<file path="config.mk">
export PLATFORM = sky130hd
export DESIGN_NAME = vdata_hex_display_flat
export DESIGN_NICKNAME = d
export VERILOG_FILES = /design/src/rtl/de10_disp_pkg.sv /design/src/rtl/vdata_hex_display_if.sv /design/src/rtl/vdata_hex_display_key_debounce.sv /design/src/rtl/vdata_hex_display.sv /design/src/flat_wrapper.sv
export SDC_FILE = /design/constraint.sdc
export NUM_CORES = 1
export LEC_CHECK = 0
export BUFFER_PORTS_ARGS = -buffer_cell sky130_fd_sc_hd__buf_2
export CAP_MARGIN = 20
export CORE_ASPECT_RATIO = 0.9
export CORE_MARGIN = 5
export CORE_UTILIZATION = 33
export DETAILED_ROUTE_END_ITERATION = 12
export PLACE_DENSITY = 0.5
export SLEW_MARGIN = 20
export SYNTH_ARGS = -nofsm -noshare
export SYNTH_HDL_FRONTEND = slang
export SYNTH_HIERARCHICAL = 1
export SYNTH_SLANG_ARGS = --single-unit
</file>
<file path="constraint.sdc">
create_clock -name CLK -period 5.1 [get_ports CLK]
set_input_delay 0.765 -clock CLK [delete_from_list [all_inputs] [get_ports CLK]]
set_output_delay 0.765 -clock CLK [all_outputs]
set_load 0.02 [all_outputs]
</file>
<file path="src/rtl/de10_disp_pkg.sv">
// Shared display definitions for the DE10-Lite debug path.
// Active-low 7-segment glyphs, bit order {dp,g,f,e,d,c,b,a}.
package de10_disp_pkg;

   typedef logic [7:0] seg_t;

   localparam seg_t SEG_L     = 8'hC7;
   localparam seg_t SEG_H     = 8'h89;
   localparam seg_t SEG_E     = 8'h86;
   localparam seg_t SEG_DASH  = 8'hBF;
   localparam seg_t SEG_BLANK = 8'hFF;

   function automatic seg_t hex_to_seg(input logic [3:0] nib);
      seg_t seg;
      seg = SEG_BLANK;
      unique case (nib)
         4'h0: seg = 8'hC0;
         4'h1: seg = 8'hF9;
         4'h2: seg = 8'hA4;
         4'h3: seg = 8'hB0;
         4'h4: seg = 8'h99;
         4'h5: seg = 8'h92;
         4'h6: seg = 8'h82;
         4'h7: seg = 8'hF8;
         4'h8: seg = 8'h80;
         4'h9: seg = 8'h90;
         4'hA: seg = 8'h88;
         4'hB: seg = 8'h83;
         4'hC: seg = 8'hC6;
         4'hD: seg = 8'hA1;
         4'hE: seg = 8'h86;
         4'hF: seg = 8'h8E;
      endcase
      return seg;
   endfunction

endpackage

</file>
<file path="src/rtl/vdata_hex_display_if.sv">
// Signal bundle between the selector/board and the hex display block.
// master drives Vdata/SEL_LED/KEY_PAGE; slave drives the displays.
interface vdata_hex_display_if;
   import de10_disp_pkg::*;

   logic [31:0] Vdata;
   logic [4:0]  SEL_LED;
   logic        KEY_PAGE;
   seg_t        HEX0;
   seg_t        HEX1;
   seg_t        HEX2;
   seg_t        HEX3;
   seg_t        HEX4;
   seg_t        HEX5;
   logic        PAGE_LED;

   modport master (
      output Vdata, SEL_LED, KEY_PAGE,
      input  HEX0, HEX1, HEX2, HEX3, HEX4, HEX5, PAGE_LED
   );

   modport slave (
      input  Vdata, SEL_LED, KEY_PAGE,
      output HEX0, HEX1, HEX2, HEX3, HEX4, HEX5, PAGE_LED
   );

endinterface

</file>
<file path="src/rtl/vdata_hex_display_key_debounce.sv">
// Page button path: 2-flop synchronizer and level debouncer.
// press pulses for the single cycle in which the stable level falls.
module key_debounce #(
   parameter int DB_CYCLES = 500000
) (
   input  logic clk,
   input  logic rst,
   input  logic key_n,
   output logic key_stable,
   output logic press
);

   localparam int DW = $clog2(DB_CYCLES);
   localparam logic [DW-1:0] DB_MAX = DW'(DB_CYCLES - 1);

   logic [1:0]    sync_q, sync_d;
   logic          stable_q, stable_d;
   logic [DW-1:0] db_cnt_q, db_cnt_d;

   always_ff @(posedge clk) begin
      if (rst) begin
         sync_q   <= 2'b11;
         stable_q <= 1'b1;
         db_cnt_q <= '0;
      end else begin
         sync_q   <= sync_d;
         stable_q <= stable_d;
         db_cnt_q <= db_cnt_d;
      end
   end

   always_comb begin
      sync_d   = {sync_q[0], key_n};
      stable_d = stable_q;
      db_cnt_d = '0;
      press    = 1'b0;
      if (sync_q[1] != stable_q) begin
         if (db_cnt_q == DB_MAX) begin
            stable_d = sync_q[1];
            press    = ~sync_q[1];
         end else begin
            db_cnt_d = db_cnt_q + DW'(1);
         end
      end
   end

   assign key_stable = stable_q;

endmodule

</file>
<file path="src/rtl/vdata_hex_display.sv">
// Snapshots Vdata/SEL_LED periodically and renders one 16-bit page
// on HEX3..HEX0, source on HEX4 and page letter on HEX5.
module vdata_hex_display
   import de10_disp_pkg::*;
#(
   parameter int DB_CYCLES    = 500000,
   parameter int SNAP_CYCLES  = 5000000,
   parameter int FLASH_CYCLES = 25000000
) (
   input logic                CLK,
   input logic                RST,
   vdata_hex_display_if.slave io
);

   localparam int SW = $clog2(SNAP_CYCLES);
   localparam int FW = $clog2(FLASH_CYCLES + 1);
   localparam logic [SW-1:0] SNAP_MAX   = SW'(SNAP_CYCLES - 1);
   localparam logic [FW-1:0] FLASH_LOAD = FW'(FLASH_CYCLES);

   logic [SW-1:0]   snap_cnt_q, snap_cnt_d;
   logic [31:0]     snap_q, snap_d;
   logic [4:0]      src_q, src_d;
   logic [FW-1:0]   flash_q, flash_d;
   logic            page_q, page_d;
   logic [5:0][7:0] hex_q, hex_d;

   logic        key_stable;
   logic        press;
   logic        wrap;
   logic [15:0] half;

   key_debounce #(
      .DB_CYCLES(DB_CYCLES)
   ) u_key (
      .clk       (CLK),
      .rst       (RST),
      .key_n     (io.KEY_PAGE),
      .key_stable(key_stable),
      .press     (press)
   );

   always_ff @(posedge CLK) begin
      if (RST) begin
         snap_cnt_q <= '0;
         snap_q     <= '0;
         src_q      <= '0;
         flash_q    <= '0;
         page_q     <= 1'b0;
         hex_q      <= {6{SEG_BLANK}};
      end else begin
         snap_cnt_q <= snap_cnt_d;
         snap_q     <= snap_d;
         src_q      <= src_d;
         flash_q    <= flash_d;
         page_q     <= page_d;
         hex_q      <= hex_d;
      end
   end

   always_comb begin
      wrap       = (snap_cnt_q == SNAP_MAX);
      snap_cnt_d = wrap ? '0 : snap_cnt_q + SW'(1);
      snap_d     = wrap ? io.Vdata : snap_q;
      src_d      = wrap ? io.SEL_LED : src_q;
      flash_d    = flash_q;
      if (wrap && (io.Vdata != snap_q)) begin
         flash_d = FLASH_LOAD;
      end else if (flash_q != '0) begin
         flash_d = flash_q - FW'(1);
      end
      // press is only raised while the stable level is still high
      page_d = page_q ^ (press & key_stable);
   end

   always_comb begin
      half     = page_q ? snap_q[31:16] : snap_q[15:0];
      hex_d[0] = hex_to_seg(half[3:0]) & {(flash_q == '0), 7'h7F};
      hex_d[1] = hex_to_seg(half[7:4]);
      hex_d[2] = hex_to_seg(half[11:8]);
      hex_d[3] = hex_to_seg(half[15:12]);
      hex_d[4] = SEG_DASH;
      unique case (src_q)
         5'b00001: hex_d[4] = hex_to_seg(4'd0);
         5'b00010: hex_d[4] = hex_to_seg(4'd1);
         5'b00100: hex_d[4] = hex_to_seg(4'd2);
         5'b01000: hex_d[4] = hex_to_seg(4'd3);
         5'b10000: hex_d[4] = hex_to_seg(4'd4);
         5'b11111: hex_d[4] = SEG_E;
         default:  hex_d[4] = SEG_DASH;
      endcase
      hex_d[5] = page_q ? SEG_H : SEG_L;
   end

   assign io.HEX0     = hex_q[0];
   assign io.HEX1     = hex_q[1];
   assign io.HEX2     = hex_q[2];
   assign io.HEX3     = hex_q[3];
   assign io.HEX4     = hex_q[4];
   assign io.HEX5     = hex_q[5];
   assign io.PAGE_LED = page_q;

endmodule
</file>
<file path="src/flat_wrapper.sv">
// flat-port wrapper written by rule: the top's interface ports become plain ports
module vdata_hex_display_flat import de10_disp_pkg::*;
#(
   parameter int DB_CYCLES    = 500000,
   parameter int SNAP_CYCLES  = 5000000,
   parameter int FLASH_CYCLES = 25000000
)
  (CLK, RST, io_Vdata, io_SEL_LED, io_KEY_PAGE, io_HEX0, io_HEX1, io_HEX2, io_HEX3, io_HEX4, io_HEX5, io_PAGE_LED);
  vdata_hex_display_if io_i ();
  input logic CLK;
  input logic RST;
  input wire logic [$bits(io_i.Vdata)-1:0] io_Vdata;
  input wire logic [$bits(io_i.SEL_LED)-1:0] io_SEL_LED;
  input wire logic [$bits(io_i.KEY_PAGE)-1:0] io_KEY_PAGE;
  output wire logic [$bits(io_i.HEX0)-1:0] io_HEX0;
  output wire logic [$bits(io_i.HEX1)-1:0] io_HEX1;
  output wire logic [$bits(io_i.HEX2)-1:0] io_HEX2;
  output wire logic [$bits(io_i.HEX3)-1:0] io_HEX3;
  output wire logic [$bits(io_i.HEX4)-1:0] io_HEX4;
  output wire logic [$bits(io_i.HEX5)-1:0] io_HEX5;
  output wire logic [$bits(io_i.PAGE_LED)-1:0] io_PAGE_LED;
  assign io_i.Vdata = io_Vdata;
  assign io_i.SEL_LED = io_SEL_LED;
  assign io_i.KEY_PAGE = io_KEY_PAGE;
  assign io_HEX0 = io_i.HEX0;
  assign io_HEX1 = io_i.HEX1;
  assign io_HEX2 = io_i.HEX2;
  assign io_HEX3 = io_i.HEX3;
  assign io_HEX4 = io_i.HEX4;
  assign io_HEX5 = io_i.HEX5;
  assign io_PAGE_LED = io_i.PAGE_LED;
  vdata_hex_display #(.DB_CYCLES(DB_CYCLES), .SNAP_CYCLES(SNAP_CYCLES), .FLASH_CYCLES(FLASH_CYCLES)) u_core (.CLK(CLK), .RST(RST), .io(io_i));
endmodule
</file>
Yosys cells after proc, flatten, opt, wreduce, memory -nomap -nowiden
Memories as Yosys holds them, arrays and structs flattened. A register that Yosys moved wholly into a read port is not among the register bits.
Index checks and enable logic that the tools add are counted.
{"block": "totals", "reg_bits": 156, "romBits": 448, "in_bits": 40, "out_inout_bits": 49, "wordCells": 52, "mem_count": 4}
{"name": "(no name shown)", "words": 16, "word_bits": 7, "read_ports": 1, "rd_clocked_by_memory_dff": 0, "wr": 0, "line_no": "de10_disp_pkg.sv:16", "rtl": "unique case (nib)"}
{"name": "(no name shown)", "words": 16, "word_bits": 7, "read_ports": 1, "rd_clocked_by_memory_dff": 1, "wr": 0, "line_no": "de10_disp_pkg.sv:16"}
{"name": "(no name shown)", "words": 16, "word_bits": 7, "read_ports": 1, "rd_clocked_by_memory_dff": 1, "wr": 0, "line_no": "de10_disp_pkg.sv:16"}
{"name": "(no name shown)", "words": 16, "word_bits": 7, "read_ports": 1, "rd_clocked_by_memory_dff": 1, "wr": 0, "line_no": "de10_disp_pkg.sv:16"}
{"block": "op_classes", "addsub": 3, "eq_ne": 10, "mux": 7, "bitwise_logic": 5, "n_reduce_logical": 8}
{"cell": "25-bit two-way mux", "n": 2}
{"cell": "7-bit one-hot mux with 6 select lines", "n": 1}
{"cell": "32-bit != test", "n": 1}
{"cell": "25-bit logical NOT", "n": 1}
{"cell": "25-bit nonzero test", "n": 1}
{"cell": "25-bit by 1-bit subtractor with 25-bit output (second input constant)", "n": 1}
{"cell": "23-bit by 1-bit adder with 23-bit output (second input constant)", "n": 1}
{"cell": "23-bit == test (second input constant)", "n": 1}
{"cell": "19-bit by 1-bit adder with 19-bit output (second input constant)", "n": 1}
{"cell": "19-bit == test (second input constant)", "n": 1}
{"cell": "16-bit two-way mux", "n": 1}
{"cell": "5-bit == test (second input constant)", "n": 2}
{"cell": "8-bit AND", "n": 1}
{"cell": "7-bit two-way mux", "n": 1}
{"cell": "5-bit by 1-bit == test with 1-bit output (second input constant)", "n": 1}
{"cell": "5-bit by 2-bit == test with 1-bit output (second input constant)", "n": 1}
{"cell": "5-bit by 3-bit == test with 1-bit output (second input constant)", "n": 1}
{"cell": "5-bit by 4-bit == test with 1-bit output (second input constant)", "n": 1}
{"cell": "2-bit OR reduction", "n": 2}
{"cell": "3-bit OR reduction", "n": 1}
{"cell": "1-bit two-way mux", "n": 2}
{"cell": "1-bit NOT", "n": 2}
{"cell": "2-bit AND reduction", "n": 1}
{"cell": "2-bit nonzero test", "n": 1}
{"cell": "4 further kinds", "n": 4}

Logic depth before layout (Yosys ltp)
{"block": "depth", "depth_word": 5, "mapped_depth": 9, "ltp_nobuf": 8}

Hierarchy
Netlist, hierarchy kept.
{"module": "vdata_hex_display", "instances": 1, "cells_each": 737, "area_per_inst_um2": 6306.0, "seq_area_each_um2": 2482.4}
{"module": "key_debounce", "instances": 1, "cells_each": 111, "area_per_inst_um2": 992.2, "seq_area_each_um2": 440.4}

Least setup slack after synthesis
No wires, ideal clock.
{"block": "synth_timing", "path_kind": "reg-to-reg", "from": "reg u_core.page_q, in the netlist u_core/io.PAGE_LED", "to": "reg u_core.hex_q, in the netlist u_core/io.HEX2[5]", "setup_time_ns": 0.122, "arrival_time_ns": 2.107, "required_ns": 4.978, "path_slack_ns": 2.872, "stages_incl_launch_ff": 9, "n_path_buf": 2, "synth_period_minus_slack_ns": 2.228, "path_cell_list": "dfxtp_1 buf_2 buf_2 mux2i_1 inv_1 ha_1 nand2_1 o21ai_0 a221o_1"}
{"block": "synth_between", "elab_chain_len": 1}
{"element": "from (decl)", "line_no": "vdata_hex_display.sv:24", "rtl": "logic page_q, page_d;"}
{"element": "from (signal assigned)", "line_no": "vdata_hex_display.sv:55", "rtl": "page_q <= page_d;"}
{"element": "16-bit two-way mux", "line_no": "vdata_hex_display.sv:76", "rtl": "half = page_q ? snap_q[31:16] : snap_q[15:0];"}
{"element": "to (decl)", "line_no": "vdata_hex_display.sv:25", "rtl": "logic [5:0][7:0] hex_q, hex_d;"}
Every way passes these cells.
A chain may end at the register's enable or synchronous reset.

Worst setup path after layout
{"block": "layout_timing", "from": "reg u_core.page_q, in the netlist u_core/io.PAGE_LED", "to": "reg u_core.hex_q, in the netlist u_core/io.HEX1[5]"}
The elaborated chain is that of the path after synthesis.

==> impl_results.md <==
- Number of synthesized flops with an enable pin: 0
- Sink Count: 146
- Gates resized, CTS repair: 0
- Clk Latency, worst-skew pair: 0.42 ns
- Slew HR: 32.4%
- First-pass GRT wire length: 29.3 mm
- Fin nets: 982
- Post-Route WL: 17.6 mm
- Yosys reg bits: 146
- Crit path required time: 5.40 ns
- Ys Warns: 27
- # setup viols final: 0
- # hold bufs at CTS: 0
- H-tree levels: 4
- Average cell area after synthesis: 8.61 sq um
- Fin. Hold Viols: 0
- # Post-CTS Setup Buffers: 0
- P_sw: 0.952 mW
- Num CTS Buffers: 17
- Worst Hold End: u_core/u_key/sync_q[1]
- Crit path time final: 2.82 ns
- Combinational power share: 20.4%
- 1st-pass router iterations: 5
- Die extent in x: 167 microns
- Pwr Density: 377 nW/um^2
- PortBufs: 82
- Post-DP HPWL: 12.2 mm
- Sequential group share of total power: 40.6%
- Asr flop ratio synth: 0%
- Most common cell after layout, fill and taps aside: dfxtp_1
- Fmax: 355 MHz
- Drt drc: 0
- Actual slew at the worst max-slew pin: 1.01 ns
- Clock power frac: 39.0%
- Share of the synthesized area in the top cell type: 40.0%
- Area Growth Syn to Fin: 16.2%
- Number of max-cap violations: 0
- Core area: 21700 sq um
- Via density: 4.90
- Worst Skew: 0.0109 ns
- Netlist cell types: 58
- Row count: 51
- Int Power: 2.24 mW
- Path type of the worst setup path: flip-flop to flip-flop
- Crit path max fanout: 20
- CTS root buf: clkbuf_16
- Arrival @ worst endpoint: 3.12 ns
- Reg-to-reg slack, setup: 2.28 ns
- Worst hold margin: 0.412 ns
- Hold crit path type: flip-flop to flip-flop
- Worst VDD drop: 163 uV
- CTS max path bufs: 2
- Sw frac: 29.8%
- Metal-1 WL: 9.06 mm
- Die area: 25200 sq um
- Reg-to-Reg Start: u_core/io.PAGE_LED
- Vias in the first global route: 5649
- Hold depth: 1
- Synth top area cells: dfxtp_1, nand2_1, xor2_1
- Vias: 5969
- Hold path startpoint: u_core/u_key/sync_q[0]
- Die Ht: 151 microns
- Antenna viol nets, final: 0
- CTS tree: built
- Placed cells: 1186
- Drt initial violations: 376
- Reg-to-Reg End: u_core/io.HEX1[5]
- Share of cells above drive strength 1: 16.1%
- Leak pwr: 3.17 nW
- Most used DFF post-synth: dfxtp_1
- CP endpoint kind: flip-flop
- Initial Util: 33.6%
- DR WL met2: 7.79 mm
- Clock Pin Slew Worst Setup and Hold Paths: 0.06 ns
- Status: completed
- Antenna cell count: 0
- Leading area contributor after synthesis: dfxtp_1
- Seq/Total Area, Yosys: 40.0%
- Post-route clock period utilization: 55.3%
- DR top layer: met4
- Fin. max-slew vios: 0
- Antenna violations before repair: 1
- Finished Layout Cells: 1218
- Most frequent cells in the layout: dfxtp_1, nand2_1, buf_2, nor2_1, a21oi_1
- GPL Wtd Cong: 0.817
- Unrepaired setup endpoints after global routing: no
- Final setup TNS: 0 ns
- Nature of the critical path startpoint: flip-flop
- Largest net degree at the start of global routing: 86
- GRT Total Usage: 14.3%
- Gr ovfl total: 0
- Routed wire length per instance: 14.5 microns
- R2r worst-path depth: 7
- Post-Synthesis Cell Area: 7300 sq um
- Wire length on met3: 616 microns
- Ports: 89
- Cells after synthesis: 848
==> power by group through the flow <==
stage | Combinational (mW) | Sequential [mW] | Clock (mW)
finish | 0.654 | 1.30 | 1.25
global route | 0.745 | 1.31 | 1.34
CTS | 0.657 | 1.30 | 1.29
detailed placement | 0.653 | 1.32 | 0
global placement | 0.654 | 1.32 | 0
floorplan | 0.511 | 1.32 | 0
==> cell usage after synthesis, types with 2 or more instances <==
| library cell | count |
|---|---|
| a21oi_1 | 60 |
| xnor2_1 | 40 |
| dfxtp_1 | 146 |
| nand4_1 | 16 |
| or4b_1 | 4 |
| nor3_2 | 2 |
| inv_1 | 20 |
| ha_1 | 28 |
| a31oi_1 | 7 |
| or3_1 | 5 |
| nand3b_1 | 5 |
| o22ai_1 | 3 |
| buf_6 | 3 |
| nor2_1 | 78 |
| nand2_1 | 124 |
| nor3b_1 | 3 |
| and4_1 | 4 |
| buf_4 | 12 |
| or4_1 | 6 |
| or4_4 | 3 |
| mux2i_1 | 17 |
| o311ai_0 | 4 |
| xor2_1 | 44 |
| nand3_1 | 17 |
| o21ai_0 | 25 |
| and3_1 | 11 |
| o31ai_1 | 6 |
| o221ai_1 | 2 |
| clkbuf_1 | 18 |
| nor4b_1 | 4 |
| a211oi_1 | 7 |
| o21a_1 | 2 |
| nor3_1 | 36 |
| a221o_1 | 12 |
| nor4_1 | 23 |
| mux2_2 | 13 |
| buf_2 | 12 |
| nand4bb_1 | 2 |
| or2_2 | 4 |
| o31a_1 | 2 |
==> layout make-up <==
| type | instances | area, sq um |
|---|---|---|
| clock buffer | 25 | 526 |
| clock inverter | 7 | 71.3 |
| fill | 2218 | 13200 |
| inverter | 20 | 75.1 |
| multi-input combinational | 641 | 4060 |
| sequential | 146 | 2920 |
| tap | 291 | 364 |
| timing repair buffer | 88 | 455 |
==> critical path, cell delays in order (launching register included) <==
cell	delay, ns
dfxtp_1	0.98
buf_4	0.33
mux2i_1	0.44
inv_1	0.18
ha_1	0.25
nand2_1	0.09
o21ai_0	0.09
a221o_1	0.34
==> state kept, by name, indices dropped and copies added (netlist names), 3 cells and up <==
signal,flops
u_core/u_key/db_cnt_q,19
u_core/io.HEX5,3
u_core/snap_q,32
u_core/io.HEX4,6
u_core/io.HEX0,8
u_core/flash_q,25
u_core/snap_cnt_q,23
u_core/io.HEX1,7
u_core/src_q,5
u_core/io.HEX2,7
u_core/io.HEX3,7
==> per-layer routing <==
metal	track usage, %	vias up
met1	20.0	2756
met5	0	-
met3	3.31	14
met4	3.76	0
li1	-	3097
met2	22.3	102
==> cells by family (layout without fill, tap and decap cells) <==
family / after synthesis / after routing / synth area share (%)
adder cells (fa/ha/maj): 28 / 28 / 4.80
XOR/XNOR: 84 / 84 / 10.1
AO/OA/AOI/OAI: 134 / 134 / 11.3
buffers and inverters: 66 / 140 / 4.53
other: 1 / 6 / 0.0514
multiplexers: 30 / 30 / 4.34
AND/OR/NAND/NOR: 359 / 359 / 24.8
flip-flops: 146 / 146 / 40.0
==> stage by stage <==
step                      setup slack, ns  total power, mW  instance area (sq um)  utilization (%)
after CTS                            2.32             3.24                   8480             39.1
after detailed placement             2.32             1.97                   7880             36.3
after global placement               2.41             1.98                   7880             36.3
final                                2.28             3.20                   8480             39.1
after global routing                 2.13             3.40                   8480             39.1
after floorplan                      2.87             1.83                   7320                -
==> how the worst max path moves through the flow <==
stage / startpoint / end / cells after the start
final: u_core/io.PAGE_LED / u_core/io.HEX1[5] / 7
after global routing: u_core/io.PAGE_LED / u_core/io.HEX1[5] / 7
after CTS: u_core/io.PAGE_LED / u_core/io.HEX1[5] / 7
after detailed placement: u_core/io.PAGE_LED / u_core/io.HEX1[5] / 7
after global placement: u_core/io.PAGE_LED / u_core/io.HEX1[5] / 7
after floorplan: u_core/io.PAGE_LED / u_core/io.HEX2[5] / 8
(Power assumes the default switching activity.)
